--- config.mk ---
export PLATFORM = sky130hd
export DESIGN_NAME = arrow_shot_ctrl
export DESIGN_NICKNAME = d
export VERILOG_FILES = /design/src/rtl/arrow_shot_ctrl.sv
export SDC_FILE = /design/constraint.sdc
export NUM_CORES = 1
export LEC_CHECK = 0
export ABC_AREA = 1
export CAP_MARGIN = 20
export CELL_PAD_IN_SITES_DETAIL_PLACEMENT = 1
export CELL_PAD_IN_SITES_GLOBAL_PLACEMENT = 2
export CORE_MARGIN = 2
export CORE_UTILIZATION = 37
export CTS_BUF_LIST = sky130_fd_sc_hd__clkbuf_4
export CTS_CLUSTER_SIZE = 16
export DETAILED_ROUTE_END_ITERATION = 12
export DONT_BUFFER_PORTS = 1
export GPL_ROUTABILITY_DRIVEN = 0
export GPL_TIMING_DRIVEN = 0
export PLACE_DENSITY = 0.85
export SLEW_MARGIN = 40
export SYNTH_ARGS = -nofsm -noshare
export SYNTH_HDL_FRONTEND = slang
export SYNTH_SLANG_ARGS = --single-unit
export TNS_END_PERCENT = 30
--- constraint.sdc ---
create_clock -name clk -period 2.73 [get_ports clk]
set_input_delay 0.546 -clock clk [delete_from_list [all_inputs] [get_ports clk]]
set_output_delay 0.546 -clock clk [all_outputs]
set_load 0.03 [all_outputs]
--- src/rtl/arrow_shot_ctrl.sv ---
// Arrow shot controller: launch, per-frame rise, optional ceiling stick, and registered bitmap region/offsets.
// Optional feature: define ARROW_STICK_EN to compile in the STUCK state and its hold-frame counter.
module arrow_shot_ctrl #(
  parameter int HEAD_W       = 24,
  parameter int HEAD_H       = 32,
  parameter int FLOOR_Y      = 400,
  parameter int CEIL_Y       = 16,
  parameter int SPEED        = 4,
  parameter int STICK_FRAMES = 30
) (
  input  logic        clk,
  input  logic        resetN,
  input  logic        startOfFrame,
  input  logic        fire,
  input  logic [10:0] playerX,
  input  logic [10:0] pixelX,
  input  logic [10:0] pixelY,
  input  logic        collision,
  output logic [10:0] offsetX,
  output logic [10:0] offsetY,
  output logic        InsideRectangle,
  output logic        arrowActive,
  output logic [10:0] tipY
);

`ifdef ARROW_STICK_EN
  typedef enum logic [1:0] {IDLE, ARMED, FLY, STUCK} state_t;
  localparam int CW = $clog2(STICK_FRAMES + 1);
  logic [CW-1:0] cnt, cnt_nxt;
`else
  typedef enum logic [1:0] {IDLE, ARMED, FLY} state_t;
`endif

  localparam logic [10:0] TIP_START = 11'(FLOOR_Y - HEAD_H);
  localparam logic [10:0] TIP_CEIL  = 11'(CEIL_Y);
  localparam logic [10:0] RISE      = 11'(SPEED);
  localparam logic [10:0] FLOOR     = 11'(FLOOR_Y);
  localparam logic [10:0] OFF_MAX   = 11'(HEAD_H - 1);
  localparam logic [11:0] HEAD_W12  = 12'(HEAD_W);
  // tipY - SPEED <= CEIL_Y, rearranged so the subtraction can never underflow
  localparam logic [11:0] STOP_LIM  = 12'(CEIL_Y + SPEED);

  state_t      state, state_nxt;
  logic [10:0] arrow_x, x_nxt, tip_nxt;
  logic        active_nxt;

  always_comb begin
    state_nxt = state;
    tip_nxt   = tipY;
    x_nxt     = arrow_x;
`ifdef ARROW_STICK_EN
    cnt_nxt   = cnt;
`endif
    case (state)
      IDLE: begin
        if (fire) begin
          state_nxt = ARMED;
          x_nxt     = playerX;
        end
      end
      ARMED: begin
        if (startOfFrame) begin
          state_nxt = FLY;
          tip_nxt   = TIP_START;
        end
      end
      FLY: begin
        if (collision) begin
          state_nxt = IDLE;
        end else if (startOfFrame) begin
          if ({1'b0, tipY} <= STOP_LIM) begin
            tip_nxt = TIP_CEIL;
`ifdef ARROW_STICK_EN
            state_nxt = STUCK;
            cnt_nxt   = '0;
`else
            state_nxt = IDLE;
`endif
          end else begin
            tip_nxt = tipY - RISE;
          end
        end
      end
`ifdef ARROW_STICK_EN
      STUCK: begin
        if (collision) begin
          state_nxt = IDLE;
        end else if (startOfFrame) begin
          cnt_nxt = cnt + CW'(1);
          if (cnt_nxt == CW'(STICK_FRAMES)) state_nxt = IDLE;
        end
      end
`endif
      default: state_nxt = IDLE;
    endcase
  end

`ifdef ARROW_STICK_EN
  assign active_nxt = (state_nxt == FLY) || (state_nxt == STUCK);
`else
  assign active_nxt = (state_nxt == FLY);
`endif

  always_ff @(posedge clk or negedge resetN) begin
    if (!resetN) state <= IDLE;
    else         state <= state_nxt;
  end

  always_ff @(posedge clk or negedge resetN) begin
    if (!resetN) begin
      tipY        <= FLOOR;
      arrow_x     <= '0;
      arrowActive <= 1'b0;
`ifdef ARROW_STICK_EN
      cnt         <= '0;
`endif
    end else begin
      tipY        <= tip_nxt;
      arrow_x     <= x_nxt;
      arrowActive <= active_nxt;
`ifdef ARROW_STICK_EN
      cnt         <= cnt_nxt;
`endif
    end
  end

  // Region test; rows below the bitmap repeat its last row as the shaft
  logic [11:0] x_end;
  logic [10:0] dy;
  logic        in_c;

  always_comb begin
    x_end = {1'b0, arrow_x} + HEAD_W12;
    dy    = pixelY - tipY;
    in_c  = arrowActive && (pixelX >= arrow_x) && ({1'b0, pixelX} < x_end)
            && (pixelY >= tipY) && (pixelY < FLOOR);
  end

  always_ff @(posedge clk or negedge resetN) begin
    if (!resetN) begin
      InsideRectangle <= 1'b0;
      offsetX         <= '0;
      offsetY         <= '0;
    end else begin
      InsideRectangle <= in_c;
      offsetX         <= in_c ? (pixelX - arrow_x) : '0;
      offsetY         <= in_c ? ((dy > OFF_MAX) ? OFF_MAX : dy) : '0;
    end
  end

endmodule

==> metrics.yaml, run 1 <==
floorplanning:
  pin_count: 73
  die_x_um: 97.7
  row_count: 34
  start_util: 0.376
  core_sq_um: 8640
  fp.dieArea_sq_um: 9550
  dieHeight_um: 97.7
outcome:
  status: "finished clean"
timing:
  whs_ns: 0.325
  rsz0062_at_grt: "false"
  max_freq_ghz: 0.415
  fin_crit_sh: 0.883
  worst_slack_ns: 0.319
  slew_violations: 0
  finalSetupViolCount: 0
  fin_setup_tns_ns: 0
  hold_viol: 0
  fin_skew_ns: 0.0276
  fin_crit_ns: 2.41
min_path:
  hold_class: "in -> reg"
yosys:
  synth_top_cell_area_share: 0.331
  ys_ff_latch: 46
  yosysTopAreaCell: "dfrtp_1"
  ys_warn_count: 0
  synthCells: 434
  syn_avg_cell_area_sq_um: 7.49
  synth-edff-count: 0
  ys_top_cells_by_area: "dfrtp_1 33%, ha_1 13%, nand2_1 11%"
  ys_types: 38
  ys_seq_area_frac: 0.355
  synth_area_sq_um: 3250
  async_reset_ff_frac: 1.00
  synth_flop_cell: "dfrtp_1"
setup_path:
  slowest_delay_ns: 0.37
  critPathMaxFanout: 6
  critPathSlowestCell: "dfrtp_1"
  critical_path_class: "reg -> reg"
  path_delay_family: "simple AND/OR/NAND/NOR gates"
  cp.arrival_ns: 2.73
  worstPathBufferInverterCount: 3
  startpoint_type: "register"
  end_kind: "register"
  critPathRequiredTime_ns: 3.05
  cp_cell_sequence: "inv_1 > ha_1 > nor2_2 > nand3_1 > xor2_1 > ha_1 > a21oi_1 > o21ai_1 > inv_1 > nand2_1 > nor2_1 > nand2_1 > nor2_4 > nand2_1 > inv_1"
global_route:
  grt_max_degree: 47
  grt_pass1_vias: 2954
  overflow: 0
  grt_pass1_wl_um: 13800
  track_usage: 0.174
  antenna_found_initial: 0
clock_network:
  cts_root_buf: "clkbuf_4"
  clockBufferDepth: 2
  cts_buffers: 5
  clk_latency_ns: 0.38
  htreeDepth: 2
  hold_buffers: 2
  clkSinkCount: 46
  clkTransAtPathRegs_ns: 0.15
  cts_tree: "done"
  cts_resized: 0
  post_cts_buffers: 0
route:
  drc_errors: 0
  wl_um: 7850
  drt_iter0_drc: 39
  ant_nets: 0
  vias_per_cell: 4.89
  num_vias: 2736
  wire_per_inst_um: 14.0
  first_pass_iters: 4
power_and_ir_drop:
  cellLeakagePower_nw: 1.90
  pwr_density_cell_nw_per_um2: 898
  ir_worst_vdd_uv: 396
placement:
  place_area_sq_um: 3420
  io_buffer_count: 0
  preCtsSetupSlack_ns: 0.282
  place_hpwl_um: 6660
cells_and_area:
  drive_gt1_frac: 0.0664
  regArea_sq_um: 1150
  antenna_cells: 0
  area_growth_pct: 8.12
  nFillCells: 1068
  fin_nets: 523
  multi_input_area_sq_um: 1790
  final_core_util: 0.407
  stdcell_area_sq_um: 3510
flow_run:
  drv_cap: 0
==> through the flow <==
step / total power, mW / std cells
3_3_place_gp: 2.75 / 550
4_1_cts: 3.22 / 560
6_report: 3.16 / 560
2_1_floorplan: 2.40 / 442
5_1_grt: 3.53 / 560
3_5_place_dp: 2.83 / 550
==> flip-flops by register name, indices dropped and copies added, names as in the netlist <==
signal and count:
arrowActive 1, arrow_x 11, offsetX 11, offsetY 11, tipY 9, InsideRectangle 1
state 2
==> cell usage after synthesis (all sizes together) (2+ instances only) <==
master	n
conb	2
ha	33
xnor2	3
inv	78
o21ai	11
nor3	9
nand3	25
dfstp	3
xor2	19
o22ai	4
nor2	49
buf	5
o21bai	2
dfrtp	43
nand4	10
nand2	98
a31oi	2
a21oi	29
==> cell type report <==
cell class | count | area share
Multi-Input combinational cell | 312 | 0.511
Sequential cell | 46 | 0.329
Inverter | 78 | 0.0833
Tap cell | 108 | 0.0384
Buffer | 6 | 0.0110
Clock buffer | 5 | 0.0107
Timing Repair Buffer | 2 | 0.0107
Clock inverter | 3 | 0.00676
==> cells by family (layout without fill, tap and decap cells) <==
group | after synthesis | in the layout | share of synthesized area
buffers and inverters | 84 | 94 | 0.102
AOI/OAI and AO/OA | 52 | 52 | 0.0889
and+or+nand+nor | 193 | 193 | 0.256
adders and majority gates | 34 | 34 | 0.133
other | 2 | 10 | 0.00231
DFF | 46 | 46 | 0.355
muxes | 1 | 1 | 0.00346
xor gates and xnor gates | 22 | 22 | 0.0593
==> path summary, 6_finish.rpt <==
check                      slack (ns)         end  startpoint  depth (start not counted)
max                              0.32  offsetY[0]  arrow_x[3]                         15
min                              0.33  arrow_x[0]  playerX[0]                          1
max reg2reg                      0.32  offsetY[0]  arrow_x[3]                         15
min reg2reg                      0.55    state[0]    state[1]                          3
max in group asynchronous        1.78     tipY[7]      resetN                          2
min in group asynchronous        0.64  offsetY[1]      resetN                          2
==> power by group <==
group          switching (mW)  internal, mW  leakage [nW]  total, mW
clock network           0.247         0.104        0.0278      0.350
logic                    1.13         0.665          1.31       1.80
registers               0.190         0.819         0.571       1.01
==> metal layers <==
metal  vias to the layer above  share of wire  track usage
li1                       1396              -            -
met1                      1284           0.48        0.239
met2                        49           0.47        0.290
met3                         7          0.044       0.0351
met4                         0         0.0083       0.0321
met5                         -              0            0
==> placed cells by master (no fill, tap or decap), drive strengths merged, types with 2 or more instances in the layout <==
master    netlist  final
a21oi          29     29
a31oi           2      2
buf             5      6
clkbuf          1      6
clkinvlp        0      2
conb            2     10
dfrtp          43     43
dfstp           3      3
ha             33     33
inv            78     79
nand2          98     98
nand3          25     25
nand4          10     10
nor2           49     49
nor3            9      9
o21ai          11     11
o21bai          2      2
o22ai           4      4
xnor2           3      3
xor2           19     19
Power figures use the tool's default switching activity.
==> run 2, diff against run 1 <==
--- a/config.mk
+++ b/config.mk
@@ -9,6 +9,7 @@
 export CAP_MARGIN = 20
 export CELL_PAD_IN_SITES_DETAIL_PLACEMENT = 1
 export CELL_PAD_IN_SITES_GLOBAL_PLACEMENT = 2
+export CORE_ASPECT_RATIO = 1.5
 export CORE_MARGIN = 2
 export CORE_UTILIZATION = 37
 export CTS_BUF_LIST = sky130_fd_sc_hd__clkbuf_4
@@ -17,7 +18,7 @@
 export DONT_BUFFER_PORTS = 1
 export GPL_ROUTABILITY_DRIVEN = 0
 export GPL_TIMING_DRIVEN = 0
-export PLACE_DENSITY = 0.85
+export PLACE_DENSITY_LB_ADDON = 0.1
 export SLEW_MARGIN = 40
 export SYNTH_ARGS = -nofsm -noshare
 export SYNTH_HDL_FRONTEND = slang
==> run 2 against run 1 <==
  * Power is 0.16% higher
  * Largest power group unchanged
  * Sequential share of layout area about the same
  * Flip-flop and latch count did not move
  * Clock power down 5%
  * Critical path depth shrank 3
  * Global-route usage is 1.5 points higher
  * Utilization up 0.87 points
  * Via count up 0.88%
  * Final cell count fell by 0.18%
==> metrics.yaml, run 2 (synthesis gave the netlist of run 1 again) <==
outcome:
  status: "finished clean"
global_route:
  grt_pass1_vias: 3062
  top_usage_layer: "met2"
  track_usage: 0.190
  use_met2: 0.386
  overflow: 0
  use_met3: 0.0336
  grt_max_degree: 47
  grt_util_met1: 0.179
  grt_pass1_wl_um: 13900
  antenna_found_initial: 0
power_and_ir_drop:
  pwr_density_cell_nw_per_um2: 899
  cellLeakagePower_nw: 1.91
  ir_worst_vdd_uv: 438
placement:
  io_buffer_count: 0
  place_area_sq_um: 3410
  place_hpwl_um: 7000
timing:
  finalSetupViolCount: 0
  rsz0062_at_grt: "false"
  fin_crit_ns: 2.47
  fin_skew_ns: 0.0145
  fin_crit_sh: 0.905
  slew_violations: 0
  max_freq_ghz: 0.405
  hold_viol: 0
  fin_setup_tns_ns: 0
clock_network:
  cts_root_buf: "clkbuf_4"
  clk_latency_ns: 0.38
  cts_tree: "done"
  clkTransAtPathRegs_ns: 0.15
  htreeDepth: 2
  post_cts_buffers: 0
  clockBufferDepth: 2
  clkSinkCount: 46
  cts_buffers: 5
floorplanning:
  row_count: 41
  pin_count: 73
  die_x_um: 80.5
  core_sq_um: 8460
  fp.dieArea_sq_um: 9570
  start_util: 0.384
  dieHeight_um: 119
setup_path:
  critPathRequiredTime_ns: 3.01
  cp.arrival_ns: 2.75
  startpoint_type: "register"
  worstPathBufferInverterCount: 3
  critical_path_class: "reg -> reg"
  critPathMaxFanout: 7
  r2r_setup_slack_ns: 0.26
  cp_cell_sequence: "inv_1 > ha_1 > nor2_1 > inv_1 > nand2_1 > nand3_1 > nand2_1 > nand3_1 > nand2_1 > nand4_1 > nand2_1 > inv_1"
  slowest_delay_ns: 0.66
  path_delay_family: "simple AND/OR/NAND/NOR gates"
  critPathSlowestCell: "dfrtp_1"
  crit_top_cell: "nand2_1"
  end_kind: "register"
cells_and_area:
  reg_top3: "arrow_x x11, offsetX x11, offsetY x11"
  fin_nets: 523
  nFillCells: 1076
  mostFrequentLayoutCells: "95 x nand2_1, 76 x inv_1, 44 x nor2_1, 43 x dfrtp_1, 33 x ha_1"
  area_growth_pct: 8.24
  final_common_cell: "nand2_1"
  antenna_cells: 0
  drive_gt1_frac: 0.0686
  stdcell_area_sq_um: 3520
route:
  wl_um: 8280
  first_pass_iters: 4
  wire_per_inst_um: 14.8
  vias_per_cell: 4.94
  num_vias: 2760
  drt_iter0_drc: 60
  drc_errors: 0
  ant_nets: 0
min_path:
  hold_class: "in -> reg"
flow_run:
  drv_cap: 0
-- run 2: through the flow --
| stage | hold WS (ns) | setup slack [ns] | power, mW | instances | utilization |
|---|---|---|---|---|---|
| final | 0.314 | 0.258 | 3.16 | 559 | 0.416 |
| after global routing | 0.293 | 0.0632 | 3.53 | 559 | 0.416 |
| after CTS | 0.283 | 0.189 | 3.21 | 559 | 0.414 |
| after detailed placement | 0.252 | 0.230 | 2.84 | 549 | 0.403 |
| after global placement | 0.252 | 0.242 | 2.79 | 549 | 0.403 |
| after floorplan | 0.250 | 0.619 | 2.40 | 442 | - |
-- run 2: worst reg2reg max path: cells and delay by family (launching register included) --
family | cells | cell delay [ns]
flip-flops | 1 | 0.66
buffers and inverters | 3 | 0.34
AND/OR/NAND/NOR | 8 | 0.99
adder cells (fa/ha/maj) | 1 | 0.38
-- run 2: area by class of cell --
| cell class | instances | area [sq um] | area share |
|---|---|---|---|
| Multi-Input combinational cell | 312 | 1810 | 0.514 |
| Sequential cell | 46 | 1150 | 0.328 |
| Inverter | 78 | 293 | 0.0832 |
| Tap cell | 107 | 134 | 0.0381 |
| Buffer | 6 | 38.8 | 0.0110 |
| Clock buffer | 5 | 37.5 | 0.0107 |
| Timing Repair Buffer | 2 | 37.5 | 0.0107 |
| Clock inverter | 3 | 16.3 | 0.00462 |
-- run 2: worst paths after layout --
check,startpoint,end,cells after the start
max in group asynchronous,resetN,tipY[7],2
hold / removal,playerX[2],arrow_x[2],2
setup reg to reg,tipY[2],offsetY[4],12
min in group asynchronous,resetN,tipY[6],2
setup / recovery,tipY[2],offsetY[4],12
hold reg to reg,arrow_x[2],arrow_x[2],2
-- run 2: per-layer routing --
metal | wire length [um] | part of all wire
met1 | 2900 | 0.35
met5 | 0 | 0
met4 | 174 | 0.021
met2 | 4890 | 0.59
met3 | 313 | 0.038
-- run 2: report_power, final --
part	total (mW)	leakage [nW]	switching (mW)	internal (mW)
logic	1.82	1.31	1.14	0.673
clock network	0.333	0.0286	0.236	0.0962
registers	1.01	0.571	0.194	0.819
total	3.16	1.91	1.57	1.59
-- run 2: what timing repair did --
item | in CTS | in global routing
setup endpoints to repair | 0 | 7
endpoints found under the hold margin | 46 | 0
gates resized for setup | 0 | 3
hold buffers | 2 | 0
==> run 3, diff against run 2 <==
--- a/config.mk
+++ b/config.mk
@@ -7,12 +7,10 @@
 export LEC_CHECK = 0
 export ABC_AREA = 1
 export CAP_MARGIN = 20
-export CELL_PAD_IN_SITES_DETAIL_PLACEMENT = 1
-export CELL_PAD_IN_SITES_GLOBAL_PLACEMENT = 2
 export CORE_ASPECT_RATIO = 1.5
 export CORE_MARGIN = 2
-export CORE_UTILIZATION = 37
-export CTS_BUF_LIST = sky130_fd_sc_hd__clkbuf_4
+export CORE_UTILIZATION = 38
+export CTS_BUF_LIST = sky130_fd_sc_hd__clkbuf_4 sky130_fd_sc_hd__clkbuf_8
 export CTS_CLUSTER_SIZE = 16
 export DETAILED_ROUTE_END_ITERATION = 12
 export DONT_BUFFER_PORTS = 1
==> run 3 against run 2 <==
  * Maximum frequency grew 2.3%
  * Critical path type unchanged
  * Largest cell class unchanged
  * Critical endpoint is now offsetY[0]
  * Clock skew shrank 0.0055 ns
  * Sequential share of layout area shrank 0.40 points
==> metrics.yaml, run 3 (synthesis gave the netlist of run 1 again) <==
setup_path:
  critPathMaxFanout: 6
  startpoint_type: "register"
  cp.arrival_ns: 2.66
  critical_path_class: "reg -> reg"
  r2r-start: "arrow_x[3]"
  critPathRequiredTime_ns: 2.98
  r2r_end: "offsetY[0]"
  r2r_setup_slack_ns: 0.31
  end_kind: "register"
  r2r_cells: 15
floorplanning:
  row_count: 41
  die_x_um: 79.5
  dieHeight_um: 117
  fp.dieArea_sq_um: 9330
  start_util: 0.389
  pin_count: 73
  core_sq_um: 8360
route:
  wire_per_inst_um: 13.9
  ant_nets: 0
  first_pass_iters: 4
  drt_iter0_drc: 89
  drc_errors: 0
  wl_um: 7760
  vias_per_cell: 4.83
  num_vias: 2697
timing:
  fin_skew_ns: 0.00898
  fin_crit_sh: 0.885
  max_freq_ghz: 0.414
  slew_violations: 0
  rsz0062_at_grt: "false"
  hold_viol: 0
  fin_setup_tns_ns: 0
  finalSetupViolCount: 0
  fin_crit_ns: 2.42
  whs_ns: 0.0696
outcome:
  status: "finished clean"
power_and_ir_drop:
  p_int_mw: 1.79
  p_comb_frac: 0.532
  pwr_density_cell_nw_per_um2: 933
  p_total_mw: 3.32
  p_seq_frac: 0.304
  pwr-share-clk: 0.164
  power.switching_mw: 1.53
  cellLeakagePower_nw: 1.93
  swShare: 0.461
  ir_worst_vdd_uv: 431
cells_and_area:
  final_core_util: 0.426
  drive_gt1_frac: 0.0665
  stdcell_area_sq_um: 3560
  fin_nets: 522
  mostFrequentLayoutCells: "95 x nand2_1, 76 x inv_1, 45 x nor2_1, 43 x dfrtp_1, 33 x ha_1"
  area_growth_pct: 9.58
  final_common_cell: "nand2_1"
  reg_top3: "arrow_x x11, offsetX x11, offsetY x11"
  antenna_cells: 0
clock_network:
  clockBufferDepth: 2
  clk_latency_ns: 0.31
  clkTransAtPathRegs_ns: 0.09
  cts_resized: 0
  cts_tree: "done"
  cts_buffers: 5
  clkSinkCount: 46
  htreeDepth: 2
  cts_root_buf: "clkbuf_8"
placement:
  place_area_sq_um: 3410
  io_buffer_count: 0
  place_hpwl_um: 6340
min_path:
  hold_class: "in -> async"
global_route:
  overflow: 0
  track_usage: 0.177
  grt_max_degree: 44
  grt_pass1_wl_um: 12600
  antenna_found_initial: 0
  grt_pass1_vias: 2784
flow_run:
  drv_cap: 0
## run 3: metrics by stage
| stage | setup slack, ns | cells |
|---|---|---|
| floorplan | 0.619 | 442 |
| global placement | 0.313 | 549 |
| detailed placement | 0.267 | 549 |
| CTS | 0.249 | 558 |
| global route | 0.00354 | 558 |
| finish | 0.314 | 558 |
## run 3: worst max-delay path by stage
stage | startpoint | endpoint | slack [ns] | depth (start not counted)
5_1_grt | arrow_x[3] | offsetY[3] | 0.004 | 15
3_3_place_gp | arrow_x[3] | offsetY[4] | 0.31 | 15
2_1_floorplan | arrow_x[3] | offsetY[0] | 0.62 | 15
6_report | arrow_x[3] | offsetY[0] | 0.31 | 15
4_1_cts | arrow_x[3] | offsetX[3] | 0.25 | 14
3_5_place_dp | arrow_x[3] | offsetX[3] | 0.27 | 14
## run 3: layout make-up
type	instances	area (sq um)
clock buffer	7	90.1
fill	882	4800
sequential	46	1150
inverter	78	293
tap	107	134
multi-input combinational	312	1790
timing repair buffer	1	27.5
clock inverter	1	30.0
buffer	6	38.8
## run 3: critical path: stages, from the launching register on
cell and delay [ns]:
dfrtp_1 0.35, inv_1 0.08, ha_1 0.24, nor2_2 0.20
nand3_1 0.12, xor2_1 0.16, ha_1 0.29, a21oi_1 0.17
o21ai_1 0.08, inv_1 0.05, nand2_1 0.04, nor2_1 0.17
nand2_1 0.12, nor2_4 0.16, nand2_1 0.07, inv_1 0.05
## run 3: power by group through the flow
| stage | combinational (mW) | clock (mW) | sequential [mW] |
|---|---|---|---|
| after floorplan | 1.40 | 0 | 0.997 |
| after global placement | 1.73 | 0 | 1.02 |
| after detailed placement | 1.76 | 0 | 1.03 |
| after CTS | 1.79 | 0.574 | 1.01 |
| after global routing | 2.05 | 0.591 | 1.03 |
| final | 1.77 | 0.545 | 1.01 |
## run 3: per-layer routing
layer,up-vias,track usage,wire (um)
li1,1401,-,-
met1,1244,0.178,2930
met2,43,0.354,4390
met3,9,0.0322,286
met4,0,0.0655,148
met5,-,0,0
## run 3: timing repair
| action | CTS | global route |
|---|---|---|
| endpoints found under the hold margin | 43 | 0 |
| hold buffers | 1 | 0 |
| buffers inserted | 0 | 0 |
==> edit (settings of run 3) <==
The output `offsetY` loses its register stage (`offsetY` becomes a continuous assignment).
--- a/src/rtl/arrow_shot_ctrl.sv
+++ b/src/rtl/arrow_shot_ctrl.sv
@@ -141,12 +141,12 @@
       InsideRectangle <= 1'b0;
       offsetX         <= '0;
-      offsetY         <= '0;
     end else begin
       InsideRectangle <= in_c;
       offsetX         <= in_c ? (pixelX - arrow_x) : '0;
-      offsetY         <= in_c ? ((dy > OFF_MAX) ? OFF_MAX : dy) : '0;
     end
   end
 
+  assign offsetY = in_c ? ((dy > OFF_MAX) ? OFF_MAX : dy) : '0;
+
 endmodule
 
Check against the original RTL: not equivalent (a bounded check fails within 4 cycles, from zero or initial values and one cycle with resetN low).
==> edit against run 3 <==
Power fell by 1.6%. Routed wire length rose by 1.4%. Sequential cell count fell by 11. Largest cell class unchanged. Synthesized area fell by 4.2%. Sequential power fell by 17%. Fmax fell by 20%. Final area rose by 1.6%. Setup slack got worse by 0.62 ns. Sequential share of layout area fell by 8.0 points. Count of clock-buffer cells in the layout did not move. The flow now finishes with violations (negative setup slack).
==> edit: results <==
pwr:
  pwr-share-comb_pct: 61.8
  p_switching_mw: 1.61
  p_leak_nw: 1.92
  power_clock_mw: 0.410
  irDropWorstVdd_mv: 0.480
  switching_share_pct: 49.2
sta:
  fin_skew_ns: 0.0121
  setup-violations-final: 5
  fin_ws_ns: -0.307
  hold_ws_ns: 0.0712
finish:
  fin_cells: 577
  seq_area_share_pct: 24.4
  nNonClkBuffers: 20
  design_area_mm2: 0.00362
  drive_above_1_share_pct: 19.1
  layout.nonclk_buf_share_pct: 4.39
  nets: 543
worst_setup_path:
  reg2regPathDepth: 16
  path_max_fanout: 5
  crit_end: "offsetY[3]"
  crit_slowest_cell: "dfstp_2"
  rrSetupSlack_ns: 0.38
  cpPeakStageDelay_ns: 0.67
  reg2reg_to: "offsetX[9]"
placed_design:
  dp_cells: 560
  placed_area_mm2: 0.00327
yosys:
  synth_cells: 447
  yosys-top-cells-count: "110 x nand2_1, 82 x inv_1, 36 x nor2_1, 33 x ha_1, 32 x dfrtp_1"
  synth_seq_cells: 35
  synth_xor_area_share_pct: 6.19
  synth_compound_area_share_pct: 8.48
  ys_seq_area_share_pct: 28.3
status:
  outcome: "finished, violations left"
  violations: "negative setup slack"
global_routing:
  grt_usage_pct: 18.1
  grt_first_pass_wirelength_mm: 12.5
[edit: cell types whose count changed after synthesis, sizes merged, moves of 5 or more]
cell,before,now
buf,5,10
inv,78,84
dfrtp,43,32
nand3,25,31
o21ai,11,6
nand2,98,116
[edit: timing repair]
item	4_1_cts	5_1_grt
setup endpoints to repair	5	5
buffers inserted	5	3
pin swaps	7	11
endpoints found under the hold margin	32	0
hold buffers	1	0
resized for setup	38	12
[edit: cell families after synthesis]
group	after synthesis
xor+xnor	22
fa+ha+maj	34
simple gates	212
other cells	2
mux	1
buf+inv	95
compound gates	46
flops	35
[edit: per-layer routing]
layer | global-route usage, % | up-vias | share of wire (%)
li1 | - | 1437 | -
met1 | 18.1 | 1243 | 38
met2 | 36.1 | 53 | 55
met3 | 3.69 | 14 | 4.4
met4 | 6.55 | 0 | 2.2
met5 | 0 | - | 0
